==> src/rtl/pipe_hazard_ctrl_if.sv <==
// rtl/pipe_hazard_ctrl_if.sv - hazard inputs and stage enable/clear controls of the pipeline sequencer
interface pipe_hazard_ctrl_if #(
    parameter int PERF_W = 16
);
    logic [4:0]        rs1_d;
    logic [4:0]        rs2_d;
    logic [4:0]        rd_e;
    logic              mem_read_e;
    logic              pc_src_e;
    logic              mem_req_m;
    logic              mem_ready;
    logic              err_clr;
    logic              en_pc;
    logic              en_fd;
    logic              clr_fd;
    logic              en_de;
    logic              clr_de;
    logic              en_em;
    logic              clr_em;
    logic              en_mw;
    logic              clr_mw;
    logic              mem_err;
    logic [PERF_W-1:0] stall_cnt;

    modport master (
        output rs1_d, rs2_d, rd_e, mem_read_e, pc_src_e, mem_req_m, mem_ready, err_clr,
        input  en_pc, en_fd, clr_fd, en_de, clr_de, en_em, clr_em, en_mw, clr_mw,
        input  mem_err, stall_cnt
    );

    modport slave (
        input  rs1_d, rs2_d, rd_e, mem_read_e, pc_src_e, mem_req_m, mem_ready, err_clr,
        output en_pc, en_fd, clr_fd, en_de, clr_de, en_em, clr_em, en_mw, clr_mw,
        output mem_err, stall_cnt
    );
endinterface

==> src/rtl/pipe_hazard_ctrl.sv <==
// rtl/pipe_hazard_ctrl.sv - load-use/flush/memory-wait sequencer for the 5-stage pipeline registers
module pipe_hazard_ctrl #(
    parameter int WAIT_MAX = 15,
    parameter int CNT_W    = 4,
    parameter int PERF_W   = 16
) (
    input  logic              clk,
    input  logic              rst_n,
    pipe_hazard_ctrl_if.slave bus
);
    typedef enum logic [1:0] {RUN, MEM_WAIT, ERR} state_t;

    localparam logic [CNT_W-1:0] WAIT_LIM = CNT_W'(WAIT_MAX);

    state_t            state, state_nxt;
    logic [CNT_W-1:0]  wait_cnt, wait_nxt;
    logic              err_q, err_nxt;
    logic [PERF_W-1:0] stall_q;
    logic              mem_stall;
    logic              lu;

    assign mem_stall = bus.mem_req_m & ~bus.mem_ready;
    assign lu        = bus.mem_read_e & (bus.rd_e != 5'd0) &
                       ((bus.rd_e == bus.rs1_d) | (bus.rd_e == bus.rs2_d));

    always_comb begin
        state_nxt  = state;
        wait_nxt   = wait_cnt;
        err_nxt    = err_q;
        bus.en_pc  = 1'b1;
        bus.en_fd  = 1'b1;
        bus.en_de  = 1'b1;
        bus.en_em  = 1'b1;
        bus.en_mw  = 1'b1;
        bus.clr_fd = 1'b0;
        bus.clr_de = 1'b0;
        bus.clr_em = 1'b0;
        bus.clr_mw = 1'b0;

        // A frozen pipeline (mem wait, timeout, error) drops every enable at once.
        if ((state == RUN && mem_stall) ||
            (state == MEM_WAIT && !bus.mem_ready) ||
            (state == ERR)) begin
            bus.en_pc = 1'b0;
            bus.en_fd = 1'b0;
            bus.en_de = 1'b0;
            bus.en_em = 1'b0;
            bus.en_mw = 1'b0;
        end else if (bus.pc_src_e) begin
            bus.clr_fd = 1'b1;
            bus.clr_de = 1'b1;
        end else if (lu) begin
            bus.en_pc  = 1'b0;
            bus.en_fd  = 1'b0;
            bus.clr_de = 1'b1;
        end

        case (state)
            RUN: begin
                if (mem_stall) begin
                    state_nxt = MEM_WAIT;
                    wait_nxt  = CNT_W'(1);
                end
            end
            MEM_WAIT: begin
                if (bus.mem_ready) begin
                    state_nxt = RUN;
                    wait_nxt  = '0;
                end else if (wait_cnt < WAIT_LIM) begin
                    wait_nxt = wait_cnt + CNT_W'(1);
                end else begin
                    bus.clr_mw = 1'b1;
                    state_nxt  = ERR;
                    err_nxt    = 1'b1;
                end
            end
            ERR: begin
                if (bus.err_clr) begin
                    state_nxt = RUN;
                    wait_nxt  = '0;
                    err_nxt   = 1'b0;
                end
            end
            default: begin
                state_nxt = RUN;
                wait_nxt  = '0;
            end
        endcase
    end

    always_ff @(posedge clk or negedge rst_n) begin
        if (!rst_n) begin
            state    <= RUN;
            wait_cnt <= '0;
            err_q    <= 1'b0;
        end else begin
            state    <= state_nxt;
            wait_cnt <= wait_nxt;
            err_q    <= err_nxt;
        end
    end

    // Saturating so long-running perf sampling never sees a wrap.
    always_ff @(posedge clk or negedge rst_n) begin
        if (!rst_n) begin
            stall_q <= '0;
        end else if (!bus.en_pc && stall_q != {PERF_W{1'b1}}) begin
            stall_q <= stall_q + PERF_W'(1);
        end
    end

    assign bus.mem_err   = err_q;
    assign bus.stall_cnt = stall_q;
endmodule
==> src/flat_wrapper.sv <==
// flat-port wrapper written by rule: the top's interface ports become plain ports
module pipe_hazard_ctrl_flat 
#(
    parameter int WAIT_MAX = 15,
    parameter int CNT_W    = 4,
    parameter int PERF_W   = 16
)
  (clk, rst_n, bus_rs1_d, bus_rs2_d, bus_rd_e, bus_mem_read_e, bus_pc_src_e, bus_mem_req_m, bus_mem_ready, bus_err_clr, bus_en_pc, bus_en_fd, bus_clr_fd, bus_en_de, bus_clr_de, bus_en_em, bus_clr_em, bus_en_mw, bus_clr_mw, bus_mem_err, bus_stall_cnt);
  pipe_hazard_ctrl_if #(.PERF_W(PERF_W)) bus_i ();
  input  logic clk;
  input  logic rst_n;
  input wire logic [$bits(bus_i.rs1_d)-1:0] bus_rs1_d;
  input wire logic [$bits(bus_i.rs2_d)-1:0] bus_rs2_d;
  input wire logic [$bits(bus_i.rd_e)-1:0] bus_rd_e;
  input wire logic [$bits(bus_i.mem_read_e)-1:0] bus_mem_read_e;
  input wire logic [$bits(bus_i.pc_src_e)-1:0] bus_pc_src_e;
  input wire logic [$bits(bus_i.mem_req_m)-1:0] bus_mem_req_m;
  input wire logic [$bits(bus_i.mem_ready)-1:0] bus_mem_ready;
  input wire logic [$bits(bus_i.err_clr)-1:0] bus_err_clr;
  output wire logic [$bits(bus_i.en_pc)-1:0] bus_en_pc;
  output wire logic [$bits(bus_i.en_fd)-1:0] bus_en_fd;
  output wire logic [$bits(bus_i.clr_fd)-1:0] bus_clr_fd;
  output wire logic [$bits(bus_i.en_de)-1:0] bus_en_de;
  output wire logic [$bits(bus_i.clr_de)-1:0] bus_clr_de;
  output wire logic [$bits(bus_i.en_em)-1:0] bus_en_em;
  output wire logic [$bits(bus_i.clr_em)-1:0] bus_clr_em;
  output wire logic [$bits(bus_i.en_mw)-1:0] bus_en_mw;
  output wire logic [$bits(bus_i.clr_mw)-1:0] bus_clr_mw;
  output wire logic [$bits(bus_i.mem_err)-1:0] bus_mem_err;
  output wire logic [$bits(bus_i.stall_cnt)-1:0] bus_stall_cnt;
  assign bus_i.rs1_d = bus_rs1_d;
  assign bus_i.rs2_d = bus_rs2_d;
  assign bus_i.rd_e = bus_rd_e;
  assign bus_i.mem_read_e = bus_mem_read_e;
  assign bus_i.pc_src_e = bus_pc_src_e;
  assign bus_i.mem_req_m = bus_mem_req_m;
  assign bus_i.mem_ready = bus_mem_ready;
  assign bus_i.err_clr = bus_err_clr;
  assign bus_en_pc = bus_i.en_pc;
  assign bus_en_fd = bus_i.en_fd;
  assign bus_clr_fd = bus_i.clr_fd;
  assign bus_en_de = bus_i.en_de;
  assign bus_clr_de = bus_i.clr_de;
  assign bus_en_em = bus_i.en_em;
  assign bus_clr_em = bus_i.clr_em;
  assign bus_en_mw = bus_i.en_mw;
  assign bus_clr_mw = bus_i.clr_mw;
  assign bus_mem_err = bus_i.mem_err;
  assign bus_stall_cnt = bus_i.stall_cnt;
  pipe_hazard_ctrl #(.WAIT_MAX(WAIT_MAX), .CNT_W(CNT_W), .PERF_W(PERF_W)) u_core (.clk(clk), .rst_n(rst_n), .bus(bus_i));
endmodule
==> config.mk <==
export PLATFORM = sky130hd
export DESIGN_NAME = pipe_hazard_ctrl_flat
export DESIGN_NICKNAME = d
export VERILOG_FILES = /design/src/rtl/pipe_hazard_ctrl_if.sv /design/src/rtl/pipe_hazard_ctrl.sv /design/src/flat_wrapper.sv
export SDC_FILE = /design/constraint.sdc
export NUM_CORES = 1
export LEC_CHECK = 0
export BUFFER_PORTS_ARGS = -buffer_cell sky130_fd_sc_hd__buf_4
export CORE_UTILIZATION = 46
export CTS_BUF_LIST = sky130_fd_sc_hd__clkbuf_8
export DETAILED_ROUTE_END_ITERATION = 7
export PLACE_DENSITY = 0.86
export SLEW_MARGIN = 20
export SYNTH_ARGS = -nofsm -noshare
export SYNTH_HDL_FRONTEND = slang
export SYNTH_SLANG_ARGS = --single-unit
==> constraint.sdc <==
create_clock -name clk -period 4.7 [get_ports clk]
set_clock_uncertainty 0.15 [all_clocks]
set_input_delay 0.47 -clock clk [delete_from_list [all_inputs] [get_ports clk]]
set_output_delay 0.47 -clock clk [all_outputs]
set_load 0.01 [all_outputs]
======== Word level (Yosys, flattened, before mapping) ========
Cells that the tools add are included.
operators by class
  equality and inequality tests ........... 11
  reduce and logical (&&, ||, !) cells .... 13
  mux-type cells .......................... 26
  add/sub/neg operators ................... 2
  $lt $le $gt $ge ......................... 1
  bitwise gates (word level) .............. 5
operators with widths
  operator                 number
  $add A16 B1 Y16 const B  1
  $mux W4                  4
  $ne A16 B16 Y1 const B   1
  $mux W1                  15
  $pmux W4 S3              1
  $eq A5 B5 Y1             2
  $mux W2                  4
  $ne A2 B2 Y1 const B     3
  $ne A3 B3 Y1 const B     2
  $pmux W2 S3              1
  $reduce_and A3 Y1        2
  $reduce_bool A5 Y1       1
  $add A4 B1 Y4 const B    1
  $lt A4 B4 Y1 const B     1
  $reduce_and A4 Y1        1
  $and A1 B1 Y1            3
  $logic_and A1 B1 Y1      3
  $eq A2 B1 Y1 const B     1
  $eq A2 B2 Y1 const B     1
  $logic_not A1 Y1         2
  $logic_not A2 Y1         1
  $logic_or A1 B1 Y1       2
  $ne A2 B1 Y1 const B     1
  $pmux W1 S2              1
  3 further kinds          3
storage, ports and cells
  word-level logic and storage cells ...... 62
  register bits after elaboration ......... 23
  bits of input ports ..................... 22
  output and inout port bits .............. 26

======== Longest topological paths before layout ========
  word-level depth ........................ 8
  depth in mapped cells ................... 8
  depth with buffers taken out ............ 7

======== Least setup slack after synthesis ========
Ideal clock, no wire load.
  kind .................................... in2out
  start ................................... input bus_rd_e[0]
  end ..................................... output bus_en_pc
  setup slack ............................. 2.514 ns
  cell stages on the path ................. 5
  data required time ...................... 4.080 ns
  path buffers ............................ 1
  data arrival time ....................... 1.566 ns
  cells stage by stage .................... or4_1 -> o21ai_1 -> o31ai_4 -> inv_1 -> buf_4
between the ends
  cells in the longest elaborated chain, start to end .. 6
  elaborated cells on any way between the ends .. 9
  classes of those cells .................. 2 x eq/ne; 3 x mux; 3 x bitwise; 1 x reduce/logical
RTL lines
  item                                                       line                                            text
  start: declaration                                         flat_wrapper.sv:14                              input wire logic [$bits(bus_i.rd_e)-1:0] bus_rd_e;
  $eq A5 B5 Y1 / $reduce_bool A5 Y1 (equally long branches)  pipe_hazard_ctrl.sv:24, pipe_hazard_ctrl.sv:23
  $or A1 B1 Y1 / $and A1 B1 Y1 (equally long branches)       pipe_hazard_ctrl.sv:24, pipe_hazard_ctrl.sv:23
  $and A1 B1 Y1 *                                            pipe_hazard_ctrl.sv:23                          assign lu = bus.mem_read_e & (bus.rd_e != 5'd0) &
  $mux W1 * (3 in series)                                    --
  end: declaration                                           flat_wrapper.sv:20                              output wire logic [$bits(bus_i.en_pc)-1:0] bus_en_pc;
Mark *: on every way between the ends. The rest lies on a longest branch, timed or not.

======== Final worst setup path ========
  start ................................... input bus_rd_e[0]
  end ..................................... output bus_clr_de
between the ends
  cells in the longest elaborated chain, start to end .. 6
  elaborated cells on any way between the ends .. 9
  classes of those cells .................. 2 x eq/ne; 3 x mux; 3 x bitwise; 1 x reduce/logical
RTL lines
  item                                                       line                                            text
  $eq A5 B5 Y1 / $reduce_bool A5 Y1 (equally long branches)  pipe_hazard_ctrl.sv:24, pipe_hazard_ctrl.sv:23
  $or A1 B1 Y1 / $and A1 B1 Y1 (equally long branches)       pipe_hazard_ctrl.sv:24, pipe_hazard_ctrl.sv:23
  $and A1 B1 Y1 *                                            pipe_hazard_ctrl.sv:23
  $mux W1 *                                                  pipe_hazard_ctrl.sv:52                          end else if (lu) begin
  $mux W1 *                                                  pipe_hazard_ctrl.sv:49                          end else if (bus.pc_src_e) begin
  $mux W1 *                                                  pipe_hazard_ctrl.sv:41                          if ((state == RUN && mem_stall) ||
  end: declaration                                           flat_wrapper.sv:24                              output wire logic [$bits(bus_i.clr_de)-1:0] bus_clr_de;
Marks and branches as above.

==> results.tsv <==
stage	metric	value	unit
status	status	finished, final reports clean	
final_layout	final_core_util	0.628	
sta	setup_viol	0	
sta	setup_ws	2340	ps
grt	antenna_found_initial	0	
placed_design	gp_congestion	0.793	
sta	post-route-min-period	2360	ps
route	vias	1120	
die	die-height	56.2	microns
clock_network	htreeDepth	1	
grt	grt.overflow.total	0	
final_layout	drive_gt1_frac	0.377	
route	antenna_left	0	
sta	final.setup.tns	0	ps
final_layout	seqCellArea	576	sq um
worst_setup_path	critPathBufInv	2	
synthesis	yosysUniqueCellTypes	39	
clock_network	clock_latency	270	ps
synthesis	yosys_warnings	0	
die	core	2780	sq um
final_layout	multiInputGateArea	721	sq um
die	die_width	56.2	microns
die	io_pins	48	
final_layout	syn2layout_area_growth	29.1	%
worst_setup_path	endpoint_kind	primary output	
worst_setup_path	critPathMaxFanout	3	
worst_setup_path	cp-start-kind	input pin	
sta	slew_headroom	0.391	
clock_network	clk_pin_slew	80	ps
synthesis	synth_edf_count	0	
flow_run	cap_violations	0	
grt	grt_max_degree	24	
worst_setup_path	cp_common_cell	buf_4	
synthesis	synthArstFlopShare	1.00	
synthesis	ys_ff_latch	23	
route	drt_wl_total	2.88	mm
synthesis	synthFlopType	dfrtp_1	
sta	hold_violations	0	
worst_setup_path	slowest_stage	or4_1	
route	drc_errors	0	
route	avgViaCountPerCell	5.44	
route	drt_first_pass_iters	4	
worst_setup_path	cpLargestDelayFamily	simple AND/OR/NAND/NOR gates	
route	drtIter0Drc	17	
sta	maxSlewViolCount	0	
worst_setup_path	critical_path_class	in -> out	
die	num_rows	19	
sta	fin_crit_sh	0.503	
clock_network	cts_tree	done	
sta	worst_slew_pin_slew	914	ps
clock_network	cts_buffers	3	
clock_network	cts_root_buf	clkbuf_8	
synthesis	syn_area_per_cell	10.5	sq um
route	wl_per_cell	14.0	microns
grt	grt_pass1_vias	1157	
synthesis	syn_area	1350	sq um
placed_design	port_buffers	46	
pwr	ir_worst_vdd	246	uV
clock_network	cts_buffer_depth	2	
min_path	hold_class	in -> reg	
synthesis	synth_nets	153	
sta	max_freq	423	MHz
clock_network	clock_sinks	23	
final_layout	num_antenna_cells	0	
die	die_area	3160	sq um
placed_design	dpl_worst_slack	2330	ps
pwr	pwr_density_cell	314	nW/um^2
final_layout	fill_cells	224	
pwr	p_leak	0.848	nW
grt	grt_use_total	0.208	
grt	grt_pass1_wl	5.08	mm
worst_setup_path	cp_cell_sequence	buf_4 -> or4_1 -> o21ai_1 -> nor2_1 -> o21a_1 -> buf_4	
synthesis	ys_seq_area_frac	0.426	
die	initial_core_util	0.486	
placed_design	hpwl	2.32	mm
sta	rsz0062_at_grt	false	
clock_network	cts_setup_buffers	0	
worst_setup_path	worst_ep_arrival_time	1740	ps
worst_setup_path	cp.required	4080	ps
worst_setup_path	max_stage_delay	510	ps
synthesis	netlist_instances	129	
final_layout	nNetsFinal	200	
-- per-layer routing --
| layer | wire length, microns | up-vias | track usage | share of wire |
|---|---|---|---|---|
| met4 | 34 | 0 | 0.0767 | 0.012 |
| met1 | 1140 | 533 | 0.235 | 0.40 |
| met3 | 135 | 3 | 0.0302 | 0.047 |
| met2 | 1570 | 42 | 0.391 | 0.54 |
| li1 | - | 542 | - | - |
| met5 | 0 | - | 0 | 0 |
-- cell type report --
| class | instances | area share |
|---|---|---|
| inverters | 3 | 0.00645 |
| well taps | 31 | 0.0222 |
| clock buffers | 3 | 0.0236 |
| multi-input cells | 98 | 0.413 |
| flip-flops and latches | 23 | 0.330 |
| clock inverters | 1 | 0.00215 |
| repair buffers | 47 | 0.203 |
-- Yosys cell counts, types with 3 or more instances --
library cell	number	area [sq um]
nand3_1	4	20.0
nand2_1	10	37.5
xnor2_1	12	105
a21oi_1	3	15.0
inv_1	3	11.3
xor2_1	12	105
and3_1	6	37.5
nand3_2	4	40.0
buf_4	4	30.0
dfrtp_1	23	576
nand4_1	5	31.3
o21ai_0	3	15.0
nor2_1	7	26.3
-- state kept, by name, summed over array words and instances (netlist names) --
signal                count
u_core.wait_cnt           4
u_core.bus.stall_cnt     16
u_core.state              2
u_core.bus.mem_err        1
-- cell usage in the layout, fill, tap and decap left out, drive strengths merged, types with 2 or more instances in the layout --
cell,netlist,final
a21oi,3,3
a31oi,2,2
and2,3,3
and3,7,7
buf,5,46
clkbuf,0,3
dfrtp,23,23
ha,2,2
inv,3,4
mux2,2,2
nand2,10,10
nand3,8,8
nand4,5,5
nor2,7,7
nor3,4,4
o21ai,4,4
o22a,2,2
o31ai,2,2
xnor2,12,12
xor2,12,12
-- timing repair --
| action | 4_1_cts | 5_1_grt |
|---|---|---|
| resized for setup | 0 | 0 |
| endpoints found under the hold margin | 23 | 0 |
| hold buffers | 1 | 0 |
-- per-stage QoR --
stage / power, mW / cell area (sq um) / hold slack [ps] / cells
after CTS: 0.552 / 1750 / 248 / 206
after global placement: 0.421 / 1690 / 224 / 201
after global routing: 0.578 / 1750 / 258 / 206
after detailed placement: 0.429 / 1690 / 231 / 201
final: 0.548 / 1750 / 248 / 206
after floorplan: 0.349 / 1350 / 24.4 / 129
-- kinds of logic after synthesis --
group | share of synthesized area
buf+inv | 0.0416
compound gates | 0.117
flops | 0.426
simple gates | 0.222
other cells | 0.00277
fa+ha+maj | 0.0185
mux | 0.0167
xor+xnor | 0.155
-- worst paths after layout --
path,end,slack [ps],cells after the start,from
setup reg to reg,u_core.bus.stall_cnt[1],2600,6,u_core.state[1]
setup / recovery,bus_clr_de,2340,6,bus_rd_e[0]
max in group asynchronous,u_core.bus.stall_cnt[9],3670,2,rst_n
min in group asynchronous,u_core.bus.mem_err,500,2,rst_n
hold / removal,u_core.state[1],250,2,bus_err_clr
hold reg to reg,u_core.bus.stall_cnt[15],350,1,u_core.bus.stall_cnt[15]
-- worst reg2reg max path, cell delays in order, from the launching register on --
cell and delay (ps):
dfrtp_1 420, nor2_1 210, o21ai_0 180, and2_2 280, o31ai_4 100, o31a_4 300
mux2_2 360
-- where the power goes --
group          internal [mW]  total (mW)  switching, mW  leakage [nW]
Combinational         0.0898       0.162         0.0725         0.515
Clock                 0.0584       0.120         0.0616        0.0269
Sequential             0.228       0.265         0.0378         0.306
Power figures use the tool's default switching activity.
